===== config.mk =====
export PLATFORM = sky130hd
export DESIGN_NAME = inst_fetch_unit
export DESIGN_NICKNAME = d
export VERILOG_FILES = /design/src/rtl/cpu_pkg.sv /design/src/rtl/if_id_reg.sv /design/src/rtl/inst_fetch_unit.sv
export SDC_FILE = /design/constraint.sdc
export NUM_CORES = 1
export LEC_CHECK = 0
export CORE_ASPECT_RATIO = 0.9
export CORE_MARGIN = 3
export CORE_UTILIZATION = 55
export DETAILED_ROUTE_END_ITERATION = 10
export PLACE_DENSITY = 0.9
export SLEW_MARGIN = 20
export SYNTH_ARGS = -nofsm -noshare
export SYNTH_HDL_FRONTEND = slang
export SYNTH_HIERARCHICAL = 1
export SYNTH_SLANG_ARGS = --single-unit

===== constraint.sdc =====
create_clock -name clk_i -period 7 [get_ports clk_i]
set_clock_uncertainty 0.05 [all_clocks]
set_input_delay 1.05 -clock clk_i [delete_from_list [all_inputs] [get_ports clk_i]]
set_output_delay 1.05 -clock clk_i [all_outputs]
set_load 0.05 [all_outputs]

===== src/rtl/cpu_pkg.sv =====
// Shared fetch-stage types and default widths for the instruction fetch unit.
package cpu_pkg;

  localparam int unsigned IF_ADDR_W = 32;
  localparam int unsigned IF_DATA_W = 32;
  localparam logic [IF_DATA_W-1:0] IF_NOP_INST = 32'h0000_0000;

  typedef enum logic [1:0] {
    S_IDLE  = 2'd0,
    S_REQ   = 2'd1,
    S_DRAIN = 2'd2,
    S_HOLD  = 2'd3
  } fetch_state_e;

endpackage


===== src/rtl/if_id_reg.sv =====
// IF/ID holding register plus a one-entry skid buffer that catches a word
// returned while decode is stalled on an occupied IF/ID.
module if_id_reg
  import cpu_pkg::*;
#(
  parameter int unsigned ADDR_W = IF_ADDR_W,
  parameter int unsigned DATA_W = IF_DATA_W,
  parameter logic [DATA_W-1:0] NOP_INST = IF_NOP_INST
) (
  input  logic              clk,
  input  logic              rst,
  input  logic              clear,
  input  logic              capture,
  input  logic              skid_load,
  input  logic              skid_pop,
  input  logic              bubble,
  input  logic [DATA_W-1:0] word,
  input  logic [ADDR_W-1:0] pc,
  output logic [DATA_W-1:0] inst,
  output logic [ADDR_W-1:0] inst_pc,
  output logic              inst_valid
);

  logic [DATA_W-1:0] skid_inst_r;
  logic [ADDR_W-1:0] skid_pc_r;

  // IF/ID register: clear beats capture beats skid drain beats bubble.
  always_ff @(posedge clk or posedge rst) begin
    if (rst) begin
      inst       <= NOP_INST;
      inst_pc    <= '0;
      inst_valid <= 1'b0;
    end else if (clear) begin
      inst       <= NOP_INST;
      inst_valid <= 1'b0;
    end else if (capture) begin
      inst       <= word;
      inst_pc    <= pc;
      inst_valid <= 1'b1;
    end else if (skid_pop) begin
      inst       <= skid_inst_r;
      inst_pc    <= skid_pc_r;
      inst_valid <= 1'b1;
    end else if (bubble) begin
      inst_valid <= 1'b0;
    end
  end

  // Skid entry: only meaningful while the fetch FSM sits in S_HOLD.
  always_ff @(posedge clk or posedge rst) begin
    if (rst) begin
      skid_inst_r <= NOP_INST;
      skid_pc_r   <= '0;
    end else if (clear) begin
      skid_inst_r <= NOP_INST;
      skid_pc_r   <= '0;
    end else if (skid_load) begin
      skid_inst_r <= word;
      skid_pc_r   <= pc;
    end
  end

endmodule


===== src/rtl/inst_fetch_unit.sv =====
// Instruction fetch: drives memory req/ack from the PC, fills IF/ID and
// returns stall_o to the PC register; flushes squash wrong-path fetches.
module inst_fetch_unit
  import cpu_pkg::*;
#(
  parameter int unsigned ADDR_W = IF_ADDR_W,
  parameter int unsigned DATA_W = IF_DATA_W,
  parameter logic [DATA_W-1:0] NOP_INST = IF_NOP_INST
) (
  input  logic              clk_i,
  input  logic              rst_i,
  input  logic [ADDR_W-1:0] pc_i,
  input  logic              flush_i,
  input  logic              id_stall_i,
  output logic              stall_o,
  output logic              mem_req_o,
  output logic [ADDR_W-1:0] mem_addr_o,
  input  logic              mem_ack_i,
  input  logic [DATA_W-1:0] mem_rdata_i,
  output logic [DATA_W-1:0] inst_o,
  output logic [ADDR_W-1:0] inst_pc_o,
  output logic              inst_valid_o
);

  fetch_state_e      state_r;
  fetch_state_e      next_state_s;
  logic [ADDR_W-1:0] addr_q_r;
  logic [ADDR_W-1:0] addr_s;
  logic              stall_s;
  logic              req_s;
  logic              capture_s;
  logic              skid_load_s;
  logic              skid_pop_s;
  logic              bubble_s;
  logic              clear_s;

  // Fetch state register.
  always_ff @(posedge clk_i or posedge rst_i) begin
    if (rst_i) begin
      state_r <= S_IDLE;
    end else begin
      state_r <= next_state_s;
    end
  end

  // Address of the outstanding request, replayed while draining after a flush.
  always_ff @(posedge clk_i or posedge rst_i) begin
    if (rst_i) begin
      addr_q_r <= '0;
    end else if (state_r == S_REQ) begin
      addr_q_r <= pc_i;
    end else begin
      addr_q_r <= addr_q_r;
    end
  end

  // Next state, handshake and IF/ID controls; priority flush > id_stall > ack.
  always_comb begin
    next_state_s = state_r;
    stall_s      = 1'b1;
    req_s        = 1'b0;
    addr_s       = addr_q_r;
    capture_s    = 1'b0;
    skid_load_s  = 1'b0;
    skid_pop_s   = 1'b0;
    bubble_s     = 1'b0;
    clear_s      = 1'b0;
    case (state_r)
      S_IDLE: begin
        next_state_s = S_REQ;
      end
      S_REQ: begin
        req_s  = 1'b1;
        addr_s = pc_i;
        if (flush_i) begin
          clear_s      = 1'b1;
          stall_s      = 1'b0;
          next_state_s = mem_ack_i ? S_REQ : S_DRAIN;
        end else if (id_stall_i && inst_valid_o) begin
          if (mem_ack_i) begin
            skid_load_s  = 1'b1;
            next_state_s = S_HOLD;
          end else begin
            next_state_s = S_REQ;
          end
        end else if (mem_ack_i) begin
          capture_s = 1'b1;
          stall_s   = 1'b0;
        end else begin
          bubble_s = 1'b1;
        end
      end
      S_DRAIN: begin
        // The stale request must stay on the bus until memory acks it.
        req_s = 1'b1;
        if (flush_i) begin
          clear_s = 1'b1;
          stall_s = 1'b0;
        end else if (mem_ack_i) begin
          next_state_s = S_REQ;
        end else begin
          next_state_s = S_DRAIN;
        end
      end
      S_HOLD: begin
        if (flush_i) begin
          clear_s      = 1'b1;
          stall_s      = 1'b0;
          next_state_s = S_REQ;
        end else if (!id_stall_i) begin
          // The held word moves into IF/ID, so the PC may now step past it.
          skid_pop_s   = 1'b1;
          stall_s      = 1'b0;
          next_state_s = S_REQ;
        end else begin
          next_state_s = S_HOLD;
        end
      end
      default: begin
        next_state_s = S_IDLE;
      end
    endcase
  end

  assign stall_o    = stall_s;
  assign mem_req_o  = req_s;
  assign mem_addr_o = addr_s;

  if_id_reg #(
    .ADDR_W   (ADDR_W),
    .DATA_W   (DATA_W),
    .NOP_INST (NOP_INST)
  ) u_if_id_reg (
    .clk        (clk_i),
    .rst        (rst_i),
    .clear      (clear_s),
    .capture    (capture_s),
    .skid_load  (skid_load_s),
    .skid_pop   (skid_pop_s),
    .bubble     (bubble_s),
    .word       (mem_rdata_i),
    .pc         (pc_i),
    .inst       (inst_o),
    .inst_pc    (inst_pc_o),
    .inst_valid (inst_valid_o)
  );

endmodule


==> results.cfg, run 1 <==
[route]
drtIter0Drc = 365
ant_nets = 0
finalWirelength_mm = 18.5
post-route-drc-count = 0
firstDrtPassIters = 7
wl_per_cell_um = 19.4
dr_total_vias = 5505
via_per_inst = 5.76

[worst_hold_path]
hold_class = flip-flop to flip-flop
whs_path_depth = 1
hold_end = addr_q_r[10]
hp-start = addr_q_r[10]

[final_layout]
drive_gt1_share_pct = 11.0
final_cell_count_no_fill = 955
final_net_count = 852
area.growth.synth_to_final_pct = 30.3
n_antenna_cell = 0

[clock_network]
cts_resized = 0
cts_root_buf = clkbuf_16
clockBufferDepth = 2
clkSinkCount = 163
holdBufCountCts = 0
cts_tree = done
h-tree-depth = 4
path_clk_slew_ns = 0.06
clock_latency_ns = 0.42
cts_buffers = 17
cts_setup_buffers = 0

[timing]
final-max-slew-violation-count = 0
rsz0062_at_grt = false
period_needed_ns = 4.23
finalSetupViolations = 0
worst_pin_slew_ns = 1.16
period_share_pct = 60.4
setup_ws_ns = 2.77
slew_headroom_pct = 22.6
fmax_mhz = 237
final-hold-violation-count = 0
tns_ns = 0
hold_slack_ns = 0.446

[floorplanning]
die_h_um = 117
rows = 39
die_area_um2 = 15000
initial_core_util_pct = 57.5
num_io_pins = 168
core_um2 = 13000
die_x_um = 129

[yosys]
synth-edff-count = 0
synth_flop_cell = dfrtp_1
synthCells = 635
syn-num-nets = 709
synth-seq-cells = 163
yosysWarningCount = 6
synth-compound-area-share_pct = 8.21
async_reset_ff_share_pct = 100
ys_seq_area_share_pct = 54.6
synth-simple-area-share_pct = 12.3
synth_mux_area_share_pct = 17.9
synth_cell_type_count = 34
synth_area_um2 = 7460
synth_top_family_by_area = multiplexers
synth-adder-area-share_pct = 0.838
yosys.area_share.xor_xnor_pct = 0
synth_area_per_cell_um2 = 11.8

[run_status]
status = finished, final reports clean

[setup_path]
startpoint_type = flip-flop
path_class = flip-flop to output pin
r2r_end = u_if_id_reg/inst_pc[26]
critPathMaxFanout = 35
rrSetupSlack_ns = 3.18
end_kind = output pin
crit_path_top_delay_cell = ha_2
r2r_start = state_r[1]
r2r_cells = 8
max_stage_delay_ns = 0.81
crit_required_ns = 5.90
cp.arrival_ns = 3.13
path_cells = inv_1 -> ha_2 -> nor2_1 -> a311o_1 -> nand3b_1 -> clkdlybuf4s50_1

[place]
dp.cells = 923
place_congestion = 0.873
dp_slack_ns = 2.75
numPortBuffers = 167
dp_hpwl_mm = 11.7

[job]
drv_cap = 0

[global_route]
grt_usage_pct = 25.5
grt_pass1_wl_mm = 30.2
grt_max_degree = 80
grt_pass1_vias = 5859
antenna_found_initial = 0
overflow = 0

[pwr]
total_leakage_power_uw = 0.00403
ir_drop_uv = 410
power_density_nw_per_um2 = 483
==> cells in the final DEF, fill, tap and decap left out, types with 7 or more instances in the layout <==
| cell | instances |
|---|---|
| buf_4 | 7 |
| nor2b_1 | 32 |
| clkbuf_16 | 17 |
| mux2i_1 | 96 |
| nor2_1 | 96 |
| nor3b_1 | 31 |
| inv_1 | 37 |
| a211oi_1 | 35 |
| mux2_2 | 32 |
| a221oi_1 | 27 |
| clkdlybuf4s50_1 | 167 |
| dfrtp_1 | 163 |
==> metal layers <==
metal | vias up | global-route usage (%) | part of all wire (%)
li1 | 2491 | - | -
met1 | 2812 | 32.9 | 41
met2 | 169 | 43.1 | 52
met3 | 33 | 4.76 | 4.4
met4 | 0 | 9.66 | 2.2
met5 | - | 0 | 0
==> worst max-delay path: cells and delay by family (launching register included) <==
kind	cells	cell delay (ns)
flops	1	0.40
compound gates	1	0.35
simple gates	2	0.23
buf+inv	2	0.91
fa+ha+maj	1	0.81
==> area by class of cell <==
class	instances	area, um^2
Fill cell	829	3260
Tap cell	164	205
Timing Repair Buffer	174	1720
Clock inverter	12	131
Sequential cell	163	4080
Clock buffer	20	467
Inverter	39	149
Multi-Input combinational cell	383	2970
==> power by group <==
group,switching (uW),total [uW],internal (uW),leakage (uW)
sequential,146,1370,1220,0.00208
combinational,1570,2410,838,0.00167
clock,374,926,553,0.000284
==> how the worst max path moves through the flow <==
| stage | from | end | slack [ns] |
|---|---|---|---|
| after global routing | state_r[1] | stall_o | 2.61 |
| final | state_r[1] | stall_o | 2.77 |
| after global placement | id_stall_i | stall_o | 2.94 |
| after detailed placement | flush_i | u_if_id_reg/inst[8] | 2.75 |
| after floorplan | rst_i | u_if_id_reg/inst[0] | 2.46 |
| after CTS | state_r[1] | stall_o | 2.72 |
==> synthesized netlist by cell type, types with 5 or more instances <==
master	instances	area, um^2
a211oi_1	35	263
mux2i_1	96	961
nor3b_1	32	240
inv_1	39	146
buf_2	14	70.1
nor2_1	97	364
mux2_2	32	360
buf_4	10	75.1
buf_1	7	26.3
dfrtp_1	163	4080
nor2b_1	34	213
a221oi_1	27	236
clkbuf_1	14	52.6
ha_1	5	62.6
==> logic make-up (layout without fill, tap and decap cells) <==
group / count (synthesis) / after routing
AOI/OAI and AO/OA: 72 / 72
adders and majority gates: 5 / 5
muxes: 129 / 129
and+or+nand+nor: 177 / 177
buffers and inverters: 89 / 245
DFF: 163 / 163
==> registers in the layout, indices dropped and copies added, names as in the netlist <==
name	count
u_if_id_reg/inst	32
u_if_id_reg/skid_inst_r	32
state_r	2
u_if_id_reg/skid_pc_r	32
u_if_id_reg/inst_valid	1
addr_q_r	32
u_if_id_reg/inst_pc	32
==> through the flow <==
stage	area, um^2	total power, uW	util (%)
global route	9720	4900	74.9
floorplan	7460	3010	-
CTS	9720	4730	74.9
detailed placement	9130	3780	70.3
global placement	9120	3710	70.3
finish	9720	4700	74.9
No activity file was read; power rests on OpenSTA's default activity.
==> run 2, diff against run 1 <==
Settings changed: CORE_UTILIZATION 55 to 51, PLACE_DENSITY 0.9 to 0.85.
Clock period 7 ns to 3.9 ns, I/O delays scaled along.
==> run 2 against run 1 <==
Design area increased by 1.4%. Sequential cell count unchanged. Sequential share of layout area shrank 0.59 points. Setup slack worse by 2.3 ns. Die area up 7.5%. Clock-buffer cell count decreased by 1. Sequential power rose by 78%. Hold slack got worse by 0.050 ns. Combinational power up 80%. First-iteration DRC count shrank 11%. Global-route usage decreased by 1.4 points. Cell count is 3.5% higher. Largest power group unchanged.
==> results.cfg, run 2 (synthesis results as in run 1) <==
[timing]
worst_pin_slew_ns = 1.08
period_share_pct = 87.6
finalSetupViolations = 0
final-hold-violation-count = 0
fmax_mhz = 293
period_needed_ns = 3.42
rsz0062_at_grt = false
final-max-slew-violation-count = 0
tns_ns = 0
slew_headroom_pct = 27.7

[setup_path]
cp.arrival_ns = 2.78
startpoint_type = flip-flop
crit_path_top_delay_cell = clkdlybuf4s50_1
path_buf_inv = 3
startpoint = state_r[1]
r2r_start = state_r[1]
path_cells = inv_1 -> ha_2 -> buf_4 -> mux2_2 -> clkdlybuf4s50_1
r2r_end = u_if_id_reg/inst_pc[21]
max_stage_delay_ns = 0.75
end_kind = output pin
rrSetupSlack_ns = 0.90
r2r_cells = 9
critPathMaxFanout = 31
path_depth = 5
crit_required_ns = 3.26
cp-endpoint = mem_addr_o[15]
cp_top_family = buffers and inverters
path_class = flip-flop to output pin

[clock_network]
clock_latency_ns = 0.42
path_clk_slew_ns = 0.06
cts_root_buf = clkbuf_16
cts_tree = done
clkSinkCount = 163
h-tree-depth = 4
holdBufCountCts = 0
cts_buffers = 17
cts_resized = 0
clockBufferDepth = 2
cts_setup_buffers = 0

[final_layout]
n_antenna_cell = 0
final_cell_mix = clkdlybuf4s50_1 (167), dfrtp_1 (163), nor2_1 (96), mux2i_1 (96), inv_1 (38)
multi_input_area_um2 = 2960
final_net_count = 856
area.growth.synth_to_final_pct = 32.1
drive_gt1_share_pct = 11.2
seqCellArea_um2 = 4080
nFillCells = 1021
final_common_cell = clkdlybuf4s50_1

[route]
wl_per_cell_um = 19.3
finalWirelength_mm = 19.0
post-route-drc-count = 0
dr_total_vias = 5521
firstDrtPassIters = 4
via_per_inst = 5.59
ant_nets = 0
drtIter0Drc = 326

[place]
numPortBuffers = 167
place_congestion = 0.838
dp_hpwl_mm = 12.0

[floorplanning]
core_um2 = 14200
rows = 41
die_x_um = 134
num_io_pins = 168
die_area_um2 = 16100
initial_core_util_pct = 52.7
die_h_um = 121

[pwr]
p_switching_uw = 3760
comb_power_share_pct = 50.4
power_density_nw_per_um2 = 874
pwr-share-seq_pct = 28.3
total_leakage_power_uw = 0.00408
clock_power_share_pct = 21.3
finalPower_uw = 8620
ir_drop_uv = 677
p_int_uw = 4860
sw_frac_of_total_pct = 43.6

[global_route]
grt_usage_pct = 24.1
grt_max_degree = 97
grt_pass1_vias = 5846
overflow = 0
grt_pass1_wl_mm = 30.5
antenna_found_initial = 0

[job]
drv_cap = 0

[worst_hold_path]
hold_class = input pin to async pin

[run_status]
status = finished, final reports clean
## run 2: final cells by class
class                           count  area share [%]
Tap cell                          193            2.45
Clock inverter                     13            2.09
Multi-Input combinational cell    383            30.1
Inverter                           39            1.52
Sequential cell                   163            41.4
Timing Repair Buffer              178            18.0
Clock buffer                       19            4.49
## run 2: power groups by stage
stage | Clock (uW) | Combinational [uW] | Sequential [uW]
final | 1840 | 4350 | 2440
after global routing | 1930 | 4540 | 2500
after CTS | 1860 | 4370 | 2440
after detailed placement | 0 | 4330 | 2460
after global placement | 0 | 4240 | 2430
after floorplan | 0 | 1990 | 3410
## run 2: worst min-delay path by stage
stage	from	endpoint	cells after the start
6_report	rst_i	u_if_id_reg/inst_pc[7]	2
5_1_grt	rst_i	u_if_id_reg/inst_pc[7]	2
4_1_cts	rst_i	u_if_id_reg/inst_pc[7]	2
3_5_place_dp	addr_q_r[1]	addr_q_r[1]	1
3_3_place_gp	addr_q_r[4]	addr_q_r[4]	1
2_1_floorplan	u_if_id_reg/skid_inst_r[0]	u_if_id_reg/skid_inst_r[0]	2
## run 2: metrics by stage
stage | cell area [um^2] | cells | util (%) | setup slack, ns | hold slack, ns
2_1_floorplan | 7470 | 635 | - | 1.65 | 0.436
3_3_place_gp | 9210 | 956 | 65.1 | 0.765 | 0.430
3_5_place_dp | 9210 | 956 | 65.1 | 0.731 | 0.435
4_1_cts | 9860 | 988 | 69.7 | 0.452 | 0.376
5_1_grt | 9860 | 988 | 69.7 | 0.358 | 0.409
6_report | 9860 | 988 | 69.7 | 0.482 | 0.396
## run 2: routing by layer
metal	track usage [%]	share of wire (%)	up-vias
li1	-	-	2503
met1	29.0	40	2790
met2	42.4	52	183
met3	5.78	5.0	45
met4	8.29	2.4	0
met5	0	0	-
## run 2: worst register-to-register path, delay by kind of cell (launching register included)
kind / cells / cell delay, ns
DFF: 1 / 0.41
adders and majority gates: 1 / 0.25
and+or+nand+nor: 4 / 0.76
AOI/OAI and AO/OA: 1 / 0.37
buffers and inverters: 3 / 1.03
